[src/rtl/bram_cmd_responder_if.sv]
// Command and BRAM-port bundle for bram_cmd_responder.
// The master side issues commands and models the BRAM; the slave side is the responder.
interface bram_cmd_responder_if #(
  parameter int ADDR_WIDTH = 12,
  parameter int DATA_WIDTH = 32
);
  logic                    run;
  logic                    mode;
  logic [ADDR_WIDTH-1:0]   addr;
  logic [DATA_WIDTH-1:0]   write_data;
  logic                    idle;
  logic                    done;
  logic [DATA_WIDTH-1:0]   read_data;
  logic                    read_valid;
  logic                    err;
  logic                    bram_en;
  logic [DATA_WIDTH/8-1:0] bram_we;
  logic [ADDR_WIDTH-1:0]   bram_addr;
  logic [DATA_WIDTH-1:0]   bram_din;
  logic [DATA_WIDTH-1:0]   bram_dout;

  modport slave (
    input  run, mode, addr, write_data, bram_dout,
    output idle, done, read_data, read_valid, err,
           bram_en, bram_we, bram_addr, bram_din
  );

  modport master (
    output run, mode, addr, write_data, bram_dout,
    input  idle, done, read_data, read_valid, err,
           bram_en, bram_we, bram_addr, bram_din
  );
endinterface

[src/rtl/bram_cmd_responder.sv]
// Single-command BRAM read/write responder: IDLE -> ACCESS -> (WAIT) -> DONE.
// Define BRAM_ADDR_ALIGN_CHECK_EN to reject word-misaligned addresses with err.
module bram_cmd_responder #(
  parameter int ADDR_WIDTH   = 12,
  parameter int DATA_WIDTH   = 32,
  parameter int READ_LATENCY = 1
) (
  input logic                  system_clk,
  input logic                  reset,
  bram_cmd_responder_if.slave  bus
);

  localparam int BYTES = DATA_WIDTH / 8;

  localparam logic [1:0] IDLE   = 2'd0;
  localparam logic [1:0] ACCESS = 2'd1;
  localparam logic [1:0] WAIT   = 2'd2;
  localparam logic [1:0] DONE   = 2'd3;

  logic [1:0]            state;
  logic [1:0]            wait_cnt;
  logic                  mode_q;
  logic                  done_q;
  logic                  read_valid_q;
  logic                  err_q;
  logic [DATA_WIDTH-1:0] read_data_q;
  logic                  bram_en_q;
  logic [BYTES-1:0]      bram_we_q;
  logic [ADDR_WIDTH-1:0] bram_addr_q;
  logic [DATA_WIDTH-1:0] bram_din_q;
  logic                  misaligned;

`ifdef BRAM_ADDR_ALIGN_CHECK_EN
  localparam logic [ADDR_WIDTH-1:0] ALIGN_MASK = ADDR_WIDTH'(BYTES - 1);
  assign misaligned = (bus.addr & ALIGN_MASK) != '0;
`else
  assign misaligned = 1'b0;
`endif

  always_ff @(posedge system_clk or negedge reset) begin
    if (!reset) begin
      state        <= IDLE;
      wait_cnt     <= '0;
      mode_q       <= 1'b0;
      done_q       <= 1'b0;
      read_valid_q <= 1'b0;
      err_q        <= 1'b0;
      read_data_q  <= '0;
      bram_en_q    <= 1'b0;
      bram_we_q    <= '0;
      bram_addr_q  <= '0;
      bram_din_q   <= '0;
    end else begin
      // Pulses and BRAM strobes default low; each state raises them for one cycle.
      done_q       <= 1'b0;
      read_valid_q <= 1'b0;
      err_q        <= 1'b0;
      bram_en_q    <= 1'b0;
      bram_we_q    <= '0;
      case (state)
        IDLE: begin
          if (bus.run) begin
            mode_q <= bus.mode;
            if (misaligned) begin
              state  <= DONE;
              done_q <= 1'b1;
              err_q  <= 1'b1;
            end else begin
              state       <= ACCESS;
              bram_en_q   <= 1'b1;
              bram_we_q   <= bus.mode ? '1 : '0;
              bram_addr_q <= bus.addr;
              bram_din_q  <= bus.write_data;
            end
          end
        end
        ACCESS: begin
          wait_cnt <= '0;
          if (mode_q) begin
            state  <= DONE;
            done_q <= 1'b1;
          end else begin
            state <= WAIT;
          end
        end
        WAIT: begin
          // The ACCESS edge is the BRAM enable edge; capture READ_LATENCY edges later.
          if (wait_cnt == 2'(READ_LATENCY - 1)) begin
            state        <= DONE;
            done_q       <= 1'b1;
            read_valid_q <= 1'b1;
            read_data_q  <= bus.bram_dout;
          end else begin
            wait_cnt <= wait_cnt + 2'd1;
          end
        end
        DONE:    state <= IDLE;
        default: state <= IDLE;
      endcase
    end
  end

  assign bus.idle       = (state == IDLE);
  assign bus.done       = done_q;
  assign bus.read_valid = read_valid_q;
  assign bus.err        = err_q;
  assign bus.read_data  = read_data_q;
  assign bus.bram_en    = bram_en_q;
  assign bus.bram_we    = bram_we_q;
  assign bus.bram_addr  = bram_addr_q;
  assign bus.bram_din   = bram_din_q;

endmodule

[src/flat_wrapper.sv]
// flat-port wrapper written by rule: the top's interface ports become plain ports
module bram_cmd_responder_flat 
#(
  parameter int ADDR_WIDTH   = 12,
  parameter int DATA_WIDTH   = 32,
  parameter int READ_LATENCY = 1
)
  (system_clk, reset, bus_run, bus_mode, bus_addr, bus_write_data, bus_bram_dout, bus_idle, bus_done, bus_read_data, bus_read_valid, bus_err, bus_bram_en, bus_bram_we, bus_bram_addr, bus_bram_din);
  bram_cmd_responder_if #(.ADDR_WIDTH(ADDR_WIDTH), .DATA_WIDTH(DATA_WIDTH)) bus_i ();
  input logic system_clk;
  input logic reset;
  input wire logic [$bits(bus_i.run)-1:0] bus_run;
  input wire logic [$bits(bus_i.mode)-1:0] bus_mode;
  input wire logic [$bits(bus_i.addr)-1:0] bus_addr;
  input wire logic [$bits(bus_i.write_data)-1:0] bus_write_data;
  input wire logic [$bits(bus_i.bram_dout)-1:0] bus_bram_dout;
  output wire logic [$bits(bus_i.idle)-1:0] bus_idle;
  output wire logic [$bits(bus_i.done)-1:0] bus_done;
  output wire logic [$bits(bus_i.read_data)-1:0] bus_read_data;
  output wire logic [$bits(bus_i.read_valid)-1:0] bus_read_valid;
  output wire logic [$bits(bus_i.err)-1:0] bus_err;
  output wire logic [$bits(bus_i.bram_en)-1:0] bus_bram_en;
  output wire logic [$bits(bus_i.bram_we)-1:0] bus_bram_we;
  output wire logic [$bits(bus_i.bram_addr)-1:0] bus_bram_addr;
  output wire logic [$bits(bus_i.bram_din)-1:0] bus_bram_din;
  assign bus_i.run = bus_run;
  assign bus_i.mode = bus_mode;
  assign bus_i.addr = bus_addr;
  assign bus_i.write_data = bus_write_data;
  assign bus_i.bram_dout = bus_bram_dout;
  assign bus_idle = bus_i.idle;
  assign bus_done = bus_i.done;
  assign bus_read_data = bus_i.read_data;
  assign bus_read_valid = bus_i.read_valid;
  assign bus_err = bus_i.err;
  assign bus_bram_en = bus_i.bram_en;
  assign bus_bram_we = bus_i.bram_we;
  assign bus_bram_addr = bus_i.bram_addr;
  assign bus_bram_din = bus_i.bram_din;
  bram_cmd_responder #(.ADDR_WIDTH(ADDR_WIDTH), .DATA_WIDTH(DATA_WIDTH), .READ_LATENCY(READ_LATENCY)) u_core (.system_clk(system_clk), .reset(reset), .bus(bus_i));
endmodule
[config.mk]
export PLATFORM = sky130hd
export DESIGN_NAME = bram_cmd_responder_flat
export DESIGN_NICKNAME = d
export VERILOG_FILES = /design/src/rtl/bram_cmd_responder_if.sv /design/src/rtl/bram_cmd_responder.sv /design/src/flat_wrapper.sv
export SDC_FILE = /design/constraint.sdc
export NUM_CORES = 1
export LEC_CHECK = 0
export BUFFER_PORTS_ARGS = -buffer_cell sky130_fd_sc_hd__buf_2
export CORE_MARGIN = 8
export CORE_UTILIZATION = 45
export CTS_CLUSTER_SIZE = 16
export DETAILED_ROUTE_END_ITERATION = 10
export PLACE_DENSITY = 0.85
export SLEW_MARGIN = 20
export SYNTH_ARGS = -nofsm -noshare
export SYNTH_HDL_FRONTEND = slang
export SYNTH_SLANG_ARGS = --single-unit
[constraint.sdc]
create_clock -name system_clk -period 2.35 [get_ports system_clk]
set_clock_uncertainty 0.05 [all_clocks]
set_input_delay 0.3525 -clock system_clk [delete_from_list [all_inputs] [get_ports system_clk]]
set_output_delay 0.3525 -clock system_clk [all_outputs]
set_load 0.03 [all_outputs]
# Word level (Yosys, flattened, before mapping)
# Cells that the tools add are included.
[totals]
ff_bits = 88
in_bits = 80
[classes]
add_sub_neg = 1
eq_ne = 6
muxes = 15
reduce_logical = 7
[ops]
columns = ["cell", "count"]
rows = [
  ["$mux 4", 3],
  ["$pmux 2 s4", 1],
  ["$reduce_and 2->1", 4],
  ["$mux 1", 6],
  ["$mux 2", 3],
  ["$eq 2x2->1 const B", 2],
  ["$logic_not 2->1", 2],
  ["$ne 2x2->1 const B", 2],
  ["$pmux 2 s2", 1],
  ["$add 2x1->2 const B", 1],
  ["$eq 2x1->1 const B", 1],
  ["$ne 2x1->1 const B", 1],
  ["$pmux 1 s2", 1],
  ["$reduce_bool 2->1", 1],
]

# Depth between registers and ports, before layout
# Gate-level depths: netlist of the first run.
[depth]
depth_word = 3
mapped_depth = 6
depth_no_buf = 5

# Least setup slack after synthesis of the first run
# Ideal clock, no wire load.
[synth_path]
kind = "register to register"
start = "register u_core.state[0]"
end = "register u_core.state[1]"
t_arrival_ns = 1.594
required_time_ns = 2.175
slack_ns = 0.582
path_stages_with_launch = 6
n_path_buf = 0
synth_period_minus_slack_ns = 1.768
cell_sequence = "dfrtp_1 -> inv_1 -> ha_1 -> inv_1 -> o21ai_0 -> mux2_2"
[synth_via]
elab_chain_len = 3
[synth_rtl]
columns = ["item", "line", "rtl"]
rows = [
  ["from (decl)", "bram_cmd_responder.sv:20", "logic [1:0] state;"],
  ["from (signal assigned)", "bram_cmd_responder.sv:42", "state <= IDLE;"],
  ["from (signal assigned)", "bram_cmd_responder.sv:65", "state <= DONE;"],
  ["from (signal assigned)", "bram_cmd_responder.sv:69", "state <= ACCESS;"],
  ["$logic_not 2->1 *", "--", ""],
  ["via bus_idle", "flat_wrapper.sv:17", "output wire logic [$bits(bus_i.idle)-1:0] bus_idle;"],
  ["$ne 2x2->1 (no source line)", "--", ""],
  ["$reduce_and 2->1 (no source line)", "--", ""],
]
# The timed path passes the listed nets; every way through them passes the cells marked *.
# A chain may end at the register's enable or synchronous reset.

# Worst setup path in the final report of the first run
[layout_path]
start = "register u_core.state[0]"
end = "output bus_idle"
[layout_via]
elab_chain_len = 1
[layout_rtl]
columns = ["item", "line", "rtl"]
rows = [
  ["$logic_not 2->1", "bram_cmd_responder.sv:103", "assign bus.idle = (state == IDLE);"],
  ["to (decl)", "flat_wrapper.sv:17", ""],
]
# Every way passes these cells.

==> key figures, run 1 <==
Outcome
  – Status: finished clean

GRT
  – Largest net degree at the start of global routing: between 50 and 60
  – Met1 Usage GRT: 17.3%
  – Met2 usage: around 25%
  – First-pass GRT wire length: 13.0 mm
  – M3 GR Usage: under 10%
  – Gr busiest metal: met2
  – Grt ovf: 0
  – Vias in the first global route: 2545
  – GRT Util Overall: 14.9%
  – Initial antenna violation count: 0

Finish
  – Layout filler cell count: 610
  – Final non-filler cell total: ~480
  – Most frequent cells in the layout: buf_2, dfrtp_1, mux2_4
  – Share of layout cells above drive strength 1: 69.2%
  – Area Growth Syn to Fin: 32.3%
  – Diodes inserted: 0
  – Layout net count: 457
  – Most common cell after layout, fill and taps aside: buf_2

Pwr
  – Peak supply drop: 0.000843 V
  – NetSw: 3.31 mW
  – Switching portion of total power: 42.9%
  – Internal: 4.41 mW
  – Power per cell area: 1690 nW/um2
  – Logic gate share of total power: 53.2%
  – Reg power frac: 33.5%
  – Clock power frac: between 10% and 20%
  – LEAKAGE: 2.44 nW

Timing
  – Final Hold Viols: 0
  – Crit path time final: 1790 ps
  – Upper clock frequency limit: 558 MHz
  – Setup violators final: 0
  – RSZ-0062 raised after global routing: false
  – Max Slew Vio Count: 0
  – Final setup TNS: 0 ps
  – Final period utilization: between 70% and 80%
  – Setup ws final: 559 ps

Placement
  – HPWL Detailed: 6.33 mm
  – Port bufs: 163
  – GPL Wtd Cong: 0.684
  – Pre-CTS worst setup slack: 647 ps
  – Post-Place Cells: 462

Worst setup path
  – Critical path, cell by cell: inv_1 > ha_1 > buf_2
  – Buf+Inv Stages, Crit Path: 2
  – Crit path to: bus_idle
  – Worst path slowest cell: dfrtp_1
  – Worst path top cell family by delay: flip-flops
  – Crit. Startpoint: u_core.state[0]$_DFFE_PN0P_
  – Worst setup EP type: output port
  – Crit-path max FO: 5
  – Worst-case reg-to-reg path depth: 5
  – R2R setup slack: approximately 640 ps
  – Worst EP arrival: 1390 ps
  – Crit Path Class: flop to output port
  – Worst r2r src: u_core.state[0]$_DFFE_PN0P_
  – Startpoint types: flop
  – Required time of the critical path: 1950 ps
  – R2r endpoint: u_core.state[1]$_DFFE_PN0P_
  – Largest stage delay, worst path: roughly 400 ps
  – Number of stages on the worst setup path: 3

CTS
  – Clock transition at path regs: around 90 ps
  – Clock Path Buffers: 2
  – Root Driver: clkbuf_8
  – Clock sinks: 85
  – H-tree Lvls: 3
  – Setup repair bufs after CTS: 0
  – CTS resizes: 0
  – CTS buffer count: 9
  – CTS Hold Bufs: 1
  – CTS tree: yes
  – Clock latency on the worst-skew pair: 330 ps

Synthesis
  – Top post-synthesis cells by area: dfrtp_1, mux2_4, mux2_2, buf_6, ha_1
  – Post-synth EDFFs: 0
  – Syn avg cell area: 16.9 um2
  – Synthesized net count: 289
  – Synthesized cell area: between 3000 and 4000 um2
  – Sequential share of the synthesized area: 61.7%
  – YS warnings: 0
  – #FFs+latches synth: 85
  – Largest area contributor in the netlist: dfrtp_1
  – Synth async-reset ratio: 100%
  – Top cell type's share of synthesized area: 61.7%
  – Main flop type after synthesis: dfrtp_1
  – Synth cell types: 22
  – Synthesized netlist cell count: 204

Die
  – Starting Density: 45.6%
  – Die W: 104 um
  – Core Footprint: 7570 um2
  – Die ar.: 10700 um2
  – Number of top-level pins: 165
  – Die height: 104 um
  – Std cell rows: 32

Detailed routing
  – Vias/cell: approximately 4.6
  – Per-cell routed wire length: 16.7 um
  – DRT iter0 DRCs: 30
  – Routed Antenna Nets: 0
  – Detailed Route WL: ~8 mm
  – Vias: about 2200
  – First-pass DRT Iterations: 3
  – Remaining DRCs: 0

Hold path
  – Worst Hold Class: input pin to flop

Run
  – Maxcap violations: 0
[sequential cells by signal (all words and copies together), names as in the netlist]
register / flops
u_core.state: 2
u_core.bus.read_data: 32
u_core.bus.read_valid: 1
u_core.mode_q: 1
u_core.wait_cnt: 2
u_core.bus.bram_en: 1
u_core.bus.bram_we: 1
u_core.bus.done: 1
u_core.bus.bram_din: 32
u_core.bus.bram_addr: 12
[stage by stage]
step           hold slack [ps]  util, %  power (mW)  area, um2
2_1_floorplan             6.91        -        5.62       3450
3_3_place_gp               281     57.5        6.63       4350
3_5_place_dp               289     57.5        6.78       4350
4_1_cts                    164     60.3        7.83       4560
5_1_grt                    163     60.3        8.15       4560
6_report                   185     60.3        7.71       4560
[cell type report]
cell class | count | area [um2] | share of cell area, %
Multi-Input combinational cell | 101 | 1190 | 26.0
Clock buffer | 11 | 141 | 3.10
Tap cell | 102 | 128 | 2.80
Timing Repair Buffer | 168 | 896 | 19.6
Sequential cell | 85 | 2130 | 46.6
Clock inverter | 5 | 57.6 | 1.26
Inverter | 7 | 26.3 | 0.576
[synthesized netlist by cell type, types with 2 or more instances]
cell type and n:
mux2_4 38, mux2_2 37, o21ai_0 3, buf_6 7, mux2_1 2, nand2_1 4, buf_4 4, ha_1 5
dfrtp_1 85, inv_1 7
[worst register-to-register path, delay by kind of cell (launching register included)]
kind / cells / cell delay [ps]
multiplexers: 1 / 370
adder cells (fa/ha/maj): 1 / 280
AO/OA/AOI/OAI: 1 / 280
buffers and inverters: 2 / 220
flip-flops: 1 / 400
[power groups by stage]
stage	registers (mW)	logic (mW)	clock network (mW)
6_report	2.59	4.10	1.03
2_1_floorplan	3.97	1.65	0
4_1_cts	2.59	4.18	1.07
3_5_place_dp	2.61	4.18	0
5_1_grt	2.68	4.36	1.12
3_3_place_gp	2.56	4.07	0
[worst min-delay path by stage]
stage          slack, ps               from  cells past startpoint                              endpoint
2_1_floorplan          7              reset                      0   u_core.bus.bram_addr[0]$_DFFE_PN0P_
3_3_place_gp         280              reset                      1  u_core.bus.read_data[17]$_DFFE_PN0P_
3_5_place_dp         290              reset                      1  u_core.bus.read_data[17]$_DFFE_PN0P_
4_1_cts              160  bus_write_data[9]                      2    u_core.bus.bram_din[9]$_DFFE_PN0P_
5_1_grt              160  bus_write_data[9]                      2    u_core.bus.bram_din[9]$_DFFE_PN0P_
6_report             180  bus_write_data[9]                      2    u_core.bus.bram_din[9]$_DFFE_PN0P_
[metal layers]
| layer | wire length, um | part of all wire, % |
|---|---|---|
| met1 | 3360 | 42 |
| met2 | 3940 | 49 |
| met3 | 620 | 7.7 |
| met4 | 100 | 1.2 |
| met5 | 0 | 0 |
[kinds of logic (layout without fill, tap and decap cells)]
logic type / count (synthesis) / count (layout) / share of synthesized area (%)
DFF: 85 / 85 / 61.7
adders and majority gates: 5 / 5 / 1.81
other: 1 / 1 / 0.109
buffers and inverters: 18 / 191 / 3.92
muxes: 77 / 77 / 29.3
AOI/OAI and AO/OA: 8 / 8 / 1.63
and+or+nand+nor: 10 / 10 / 1.56
No activity file was read; power rests on OpenSTA's default activity.
==> inputs of run 2 (changes only) <==
--- a/config.mk
+++ b/config.mk
@@ -7,10 +7,10 @@
 export LEC_CHECK = 0
 export BUFFER_PORTS_ARGS = -buffer_cell sky130_fd_sc_hd__buf_2
 export CORE_MARGIN = 8
-export CORE_UTILIZATION = 45
+export CORE_UTILIZATION = 42
 export CTS_CLUSTER_SIZE = 16
 export DETAILED_ROUTE_END_ITERATION = 10
-export PLACE_DENSITY = 0.85
+export PLACE_DENSITY = 0.84
 export SLEW_MARGIN = 20
 export SYNTH_ARGS = -nofsm -noshare
 export SYNTH_HDL_FRONTEND = slang
==> constraint.sdc (replaced) <==
create_clock -name system_clk -period 1.48 [get_ports system_clk]
set_clock_uncertainty 0.05 [all_clocks]
set_input_delay 0.222 -clock system_clk [delete_from_list [all_inputs] [get_ports system_clk]]
set_output_delay 0.222 -clock system_clk [all_outputs]
set_load 0.03 [all_outputs]
==> key figures, run 2 (synthesis gave the netlist of run 1 again) <==
Hold path
  – Hold Crit Start: bus_addr[2]
  – Worst Hold Class: input pin to flop
  – Hold Crit Depth: 2 (unchanged)

Detailed routing
  – Vias: 2278 (+3.2%)
  – Remaining DRCs: 0 (unchanged)
  – Routed Antenna Nets: 0 (unchanged)
  – Per-cell routed wire length: 16.6 um (-0.94%)
  – DRT iter0 DRCs: 55 (+83%)
  – Detailed Route WL: 8.25 mm (+2.8%)
  – First-pass DRT Iterations: 4 (+1)
  – Vias/cell: 4.58 (-0.52%)

Die
  – Die W: 107 um (+3.0%)
  – Die ar.: 11400 um2 (+6.0%)
  – Core Footprint: 8090 um2 (+6.9%)
  – Number of top-level pins: 165 (unchanged)
  – Std cell rows: 33 (+3.1%)
  – Starting Density: 42.6% (-3.0 points)
  – Die height: 107 um (+3.0%)

Pwr
  – Reg power frac: 32.1% (-1.4 points)
  – Total Power: 12.8 mW (+66%)
  – Internal: 7.39 mW (+68%)
  – Clock power frac: 13.0% (-0.3 points)
  – LEAKAGE: 2.53 nW (+3.5%)
  – NetSw: 5.43 mW (+64%)
  – Switching portion of total power: 42.4% (-0.53 points)
  – Logic gate share of total power: 54.9% (+1.7 points)
  – Peak supply drop: 0.00132 V (+57%)
  – Power per cell area: 2680 nW/um2 (+59%)

GRT
  – Grt ovf: 0 (unchanged)
  – Vias in the first global route: 2580 (+1.4%)
  – Largest net degree at the start of global routing: 86 (+69%)
  – GRT Util Overall: 14.0% (-0.88 points)
  – Initial antenna violation count: 0 (unchanged)
  – First-pass GRT wire length: 12.8 mm (-2.2%)

Worst setup path
  – Required time of the critical path: 1650 ps (-300 ps)
  – Worst path slowest cell: dfrtp_2
  – Startpoint types: flop
  – Worst setup EP type: flop
  – Worst r2r src: u_core.state[1]$_DFFE_PN0P_
  – Critical path, cell by cell: inv_2 > ha_4 > nand2_8 > buf_4 > mux2_4
  – Crit-path max FO: 11 (+6)
  – Largest stage delay, worst path: 450 ps (+50 ps)
  – Crit Path Class: flop to flop
  – Worst EP arrival: 1650 ps (+260 ps)
  – Crit. Startpoint: u_core.state[1]$_DFFE_PN0P_
  – Worst-case reg-to-reg path depth: 5 (unchanged)

CTS
  – Root Driver: clkbuf_8
  – CTS buffer count: 9 (unchanged)
  – Clock Path Buffers: 2 (unchanged)
  – H-tree Lvls: 3 (unchanged)
  – Clock transition at path regs: 90 ps (about the same)
  – Clock sinks: 85 (unchanged)
  – Clock latency on the worst-skew pair: 340 ps (about the same)
  – CTS tree: yes

Placement
  – Pre-CTS worst setup slack: -71.4 ps (-719 ps)
  – Port bufs: 163 (unchanged)
  – GPL Wtd Cong: 0.707 (+3.3%)
  – Post-Place Cells: 474 (+2.6%)
  – HPWL Detailed: 6.26 mm (-1.2%)

Finish
  – Final core occ: 59.0% (-1.3 points)
  – Final non-filler cell total: 497 (+3.8%)
  – Layout filler cell count: 663 (+8.7%)
  – Diodes inserted: 0 (unchanged)
  – Share of layout cells above drive strength 1: 72.2% (+3.0 points)
  – Area Growth Syn to Fin: 38.5%
  – Most frequent cells in the layout: buf_2, dfrtp_1, mux2_4
  – Layout net count: 472 (+3.3%)
  – Most common cell after layout, fill and taps aside: buf_2

Timing
  – Final Hold Viols: 0 (unchanged)
  – Setup violators final: 0 (unchanged)
  – RSZ-0062 raised after global routing: true
  – Final period utilization: approximately 100%
  – Crit path time final: approximately 1500 ps
  – Setup ws final: 4.77 ps (-554 ps)
  – Max Slew Vio Count: 0 (unchanged)
  – WHS: 49.9 ps (-135 ps)
  – Upper clock frequency limit: 678 MHz

Run
  – Maxcap violations: 0 (unchanged)

Outcome
  – Status: finished clean
## run 2: path summary, 6_finish.rpt
check                                                      end  slack [ps]
max                        u_core.bus.bram_addr[1]$_DFFE_PN0P_           5
min                        u_core.bus.bram_addr[2]$_DFFE_PN0P_          50
max reg2reg                u_core.bus.bram_addr[1]$_DFFE_PN0P_           5
min reg2reg                     u_core.wait_cnt[1]$_DFFE_PN0P_         450
max in group asynchronous          u_core.state[1]$_DFFE_PN0P_         610
min in group asynchronous  u_core.bus.bram_addr[4]$_DFFE_PN0P_         370
## run 2: timing repair
action                                  in CTS  in global routing
endpoints found under the setup margin      66                 76
buffers inserted                             3                  2
gates resized for setup                      6                  2
hold buffers                                 1                  0
endpoints found under the hold margin       85                  0
cloned                                       0                  1
pin swaps                                    1                  1
## run 2: power by group through the flow
stage	Clock [mW]	Sequential [mW]	Combinational, mW
2_1_floorplan	0	6.31	2.69
3_3_place_gp	0	4.09	6.71
3_5_place_dp	0	4.15	6.86
4_1_cts	1.73	4.12	7.00
5_1_grt	1.83	4.25	7.45
6_report	1.66	4.11	7.04
## run 2: critical path: cells and delay by family (launching register included)
kind | cells | cell delay [ps]
muxes | 1 | 300
buffers and inverters | 2 | 270
and+or+nand+nor | 1 | 110
adders and majority gates | 1 | 180
DFF | 1 | 450
## run 2: area by class of cell
type | instances | area [um2] | share of cell area (%)
flip-flops and latches | 85 | 2130 | 44.6
inverters | 7 | 26.3 | 0.550
well taps | 105 | 131 | 2.75
clock inverters | 6 | 70.1 | 1.47
multi-input cells | 101 | 1220 | 25.6
clock buffers | 10 | 138 | 2.88
repair buffers | 183 | 1060 | 22.2
## run 2: layer usage
layer  global-route usage, %  part of all wire (%)  vias to the layer above
li1                        -                     -                     1067
met1                    14.8                    37                     1117
met2                    25.0                    52                       87
met3                    6.24                   9.3                        7
met4                    3.62                  0.78                        0
met5                       0                     0                        -
## run 2: stage by stage
stage / area [um2] / setup TNS (ps)
after floorplan: 3470 / 0
after global placement: 4470 / -467
after detailed placement: 4470 / -1510
after CTS: 4730 / -8.21
after global routing: 4780 / -430
final: 4780 / 0
==> inputs of run 3 (changes only) <==
--- a/config.mk
+++ b/config.mk
@@ -6,7 +6,7 @@
 export NUM_CORES = 1
 export LEC_CHECK = 0
 export BUFFER_PORTS_ARGS = -buffer_cell sky130_fd_sc_hd__buf_2
-export CORE_MARGIN = 8
+export CORE_MARGIN = 2
 export CORE_UTILIZATION = 42
 export CTS_CLUSTER_SIZE = 16
 export DETAILED_ROUTE_END_ITERATION = 10
==> key figures, run 3 (synthesis gave the netlist of run 1 again) <==
Finish
  – Diodes inserted: 0 (unchanged)
  – Area Growth Syn to Fin: 36.1%
  – Most frequent cells in the layout: buf_2, dfrtp_1, mux2_4
  – Layout net count: 465 (-1.5%)
  – Most common cell after layout, fill and taps aside: buf_2
  – Share of layout cells above drive strength 1: 71.7% (-0.51 points)
  – Layout filler cell count: 684 (+3.2%)

Die
  – Starting Density: 42.6% (unchanged)
  – Std cell rows: 33 (unchanged)
  – Die ar.: 8950 um2 (-21%)
  – Die height: 94.6 um (-11%)
  – Core Footprint: 8090 um2 (unchanged)
  – Number of top-level pins: 165 (unchanged)
  – Die W: 94.6 um (-11%)

Worst setup path
  – Crit-path max FO: 10 (-1)
  – Worst-case reg-to-reg path depth: 5 (unchanged)
  – Critical path, cell by cell: inv_2 > ha_2 > nand2_4 > buf_6 > mux2_1
  – Number of stages on the worst setup path: 5 (unchanged)
  – Largest stage delay, worst path: 400 ps (-50 ps)
  – Required time of the critical path: 1650 ps (about the same)
  – Worst path slowest cell: dfrtp_1
  – Worst setup EP type: flop
  – Worst path top cell family by delay: flip-flops
  – Buf+Inv Stages, Crit Path: 2 (unchanged)
  – Startpoint types: flop
  – Worst EP arrival: 1650 ps (about the same)
  – Crit Path Class: flop to flop

Timing
  – Setup violators final: 0 (unchanged)
  – RSZ-0062 raised after global routing: true
  – Upper clock frequency limit: 678 MHz (about the same)
  – Crit path time final: 1480 ps (+0.225 ps)
  – Max Slew Vio Count: 0 (unchanged)
  – Final period utilization: 99.7% (about the same)
  – WHS: 48.4 ps (-1.45 ps)
  – Setup ws final: 4.55 ps (-0.225 ps)
  – Final Hold Viols: 0 (unchanged)

GRT
  – First-pass GRT wire length: 10.9 mm (-15%)
  – Initial antenna violation count: 0 (unchanged)
  – GRT Util Overall: 15.9% (+1.9 points)
  – Largest net degree at the start of global routing: 34 (-60%)
  – Grt ovf: 0 (unchanged)
  – Vias in the first global route: 2255 (-13%)

Run
  – Maxcap violations: 0 (unchanged)

Detailed routing
  – Routed met2 length: 3.52 mm (-19%)
  – Met1 wire length: 2.88 mm (-6.7%)
  – Top metal layer carrying routed signals: met4
  – Metal3 WL: 611 um (-21%)
  – Routed Antenna Nets: 0 (unchanged)
  – DRT iter0 DRCs: 70 (+27%)
  – Remaining DRCs: 0 (unchanged)
  – Per-cell routed wire length: 14.5 um (-13%)
  – First-pass DRT Iterations: 2 (-2)
  – Detailed Route WL: 7.11 mm (-14%)
  – Vias/cell: 4.66 (+1.6%)
  – Vias: 2281 (+0.13%)

Hold path
  – Hold Crit Depth: 2 (unchanged)
  – Worst Hold Class: input pin to flop

Pwr
  – Power per cell area: 2630 nW/um2 (-1.9%)
  – Total Power: 12.4 mW (-3.6%)
  – Peak supply drop: 0.00116 V (-12%)
  – LEAKAGE: 2.49 nW (-1.3%)

Placement
  – GPL Wtd Cong: 0.787 (+11%)
  – Pre-CTS worst setup slack: -3.59 ps (+67.8 ps)
  – HPWL Detailed: 5.26 mm (-16%)
  – Port bufs: 163 (unchanged)

CTS
  – CTS tree: yes
  – Clock latency on the worst-skew pair: 340 ps (about the same)
  – Root Driver: clkbuf_8
  – Clock sinks: 85 (unchanged)
  – Clock Path Buffers: 2 (unchanged)
  – H-tree Lvls: 3 (unchanged)
  – Clock transition at path regs: 90 ps (about the same)
  – CTS buffer count: 9 (unchanged)

Outcome
  – Status: finished clean
==> run 3: area by class of cell <==
class | instances | area (um2) | area share [%]
Inverter | 7 | 26.3 | 0.560
Multi-Input combinational cell | 101 | 1220 | 26.0
Clock buffer | 10 | 128 | 2.72
Clock inverter | 6 | 46.3 | 0.986
Sequential cell | 85 | 2130 | 45.3
Tap cell | 105 | 131 | 2.80
Timing Repair Buffer | 176 | 1020 | 21.6
==> run 3: final timing paths <==
check | startpoint | to | slack, ps
worst min-delay path | bus_addr[7] | u_core.bus.bram_addr[7]$_DFFE_PN0P_ | 50
max in group asynchronous | reset | u_core.bus.bram_addr[11]$_DFFE_PN0P_ | 570
worst max-delay path | u_core.state[0]$_DFFE_PN0P_ | u_core.bus.read_data[29]$_DFFE_PN0P_ | 5
worst min register to register | u_core.mode_q$_DFFE_PN0P_ | u_core.mode_q$_DFFE_PN0P_ | 450
worst max register to register | u_core.state[0]$_DFFE_PN0P_ | u_core.bus.read_data[29]$_DFFE_PN0P_ | 5
min in group asynchronous | reset | u_core.bus.read_data[25]$_DFFE_PN0P_ | 290
==> run 3: what timing repair did <==
action	4_1_cts	5_1_grt
hold endpoints to repair	25	0
setup endpoints to repair	12	47
pin swaps	0	2
resized for setup	5	2
buffers inserted	1	1
hold buffers	1	0
==> run 3: worst register-to-register path, stage by stage, from the launching register on <==
cell and delay (ps):
dfrtp_1 400, inv_2 110, ha_2 250, nand2_4 80, buf_6 150, mux2_1 310
==> run 3: per-layer routing <==
layer / vias to the layer above / GRT usage (%)
met5: - / 0
met3: 11 / 4.79
met4: 0 / 5.80
li1: 1046 / -
met1: 1128 / 20.0
met2: 96 / 26.2
==> run 3: metrics by stage <==
step,instance area [um2],cells,utilization [%],setup TNS (ps)
after floorplan,3470,204,-,0
after global placement,4470,471,55.2,0
after detailed placement,4470,471,55.2,-3.59
after CTS,4680,489,57.8,0
after global routing,4690,490,58.0,-722
final,4690,490,58.0,0
==> run 3: power by group <==
part | internal (mW) | switching [mW] | leakage (nW) | total, mW
Clock | 0.622 | 0.835 | 0.0833 | 1.46
Sequential | 3.50 | 0.574 | 1.01 | 4.07
Combinational | 2.94 | 3.88 | 1.40 | 6.82
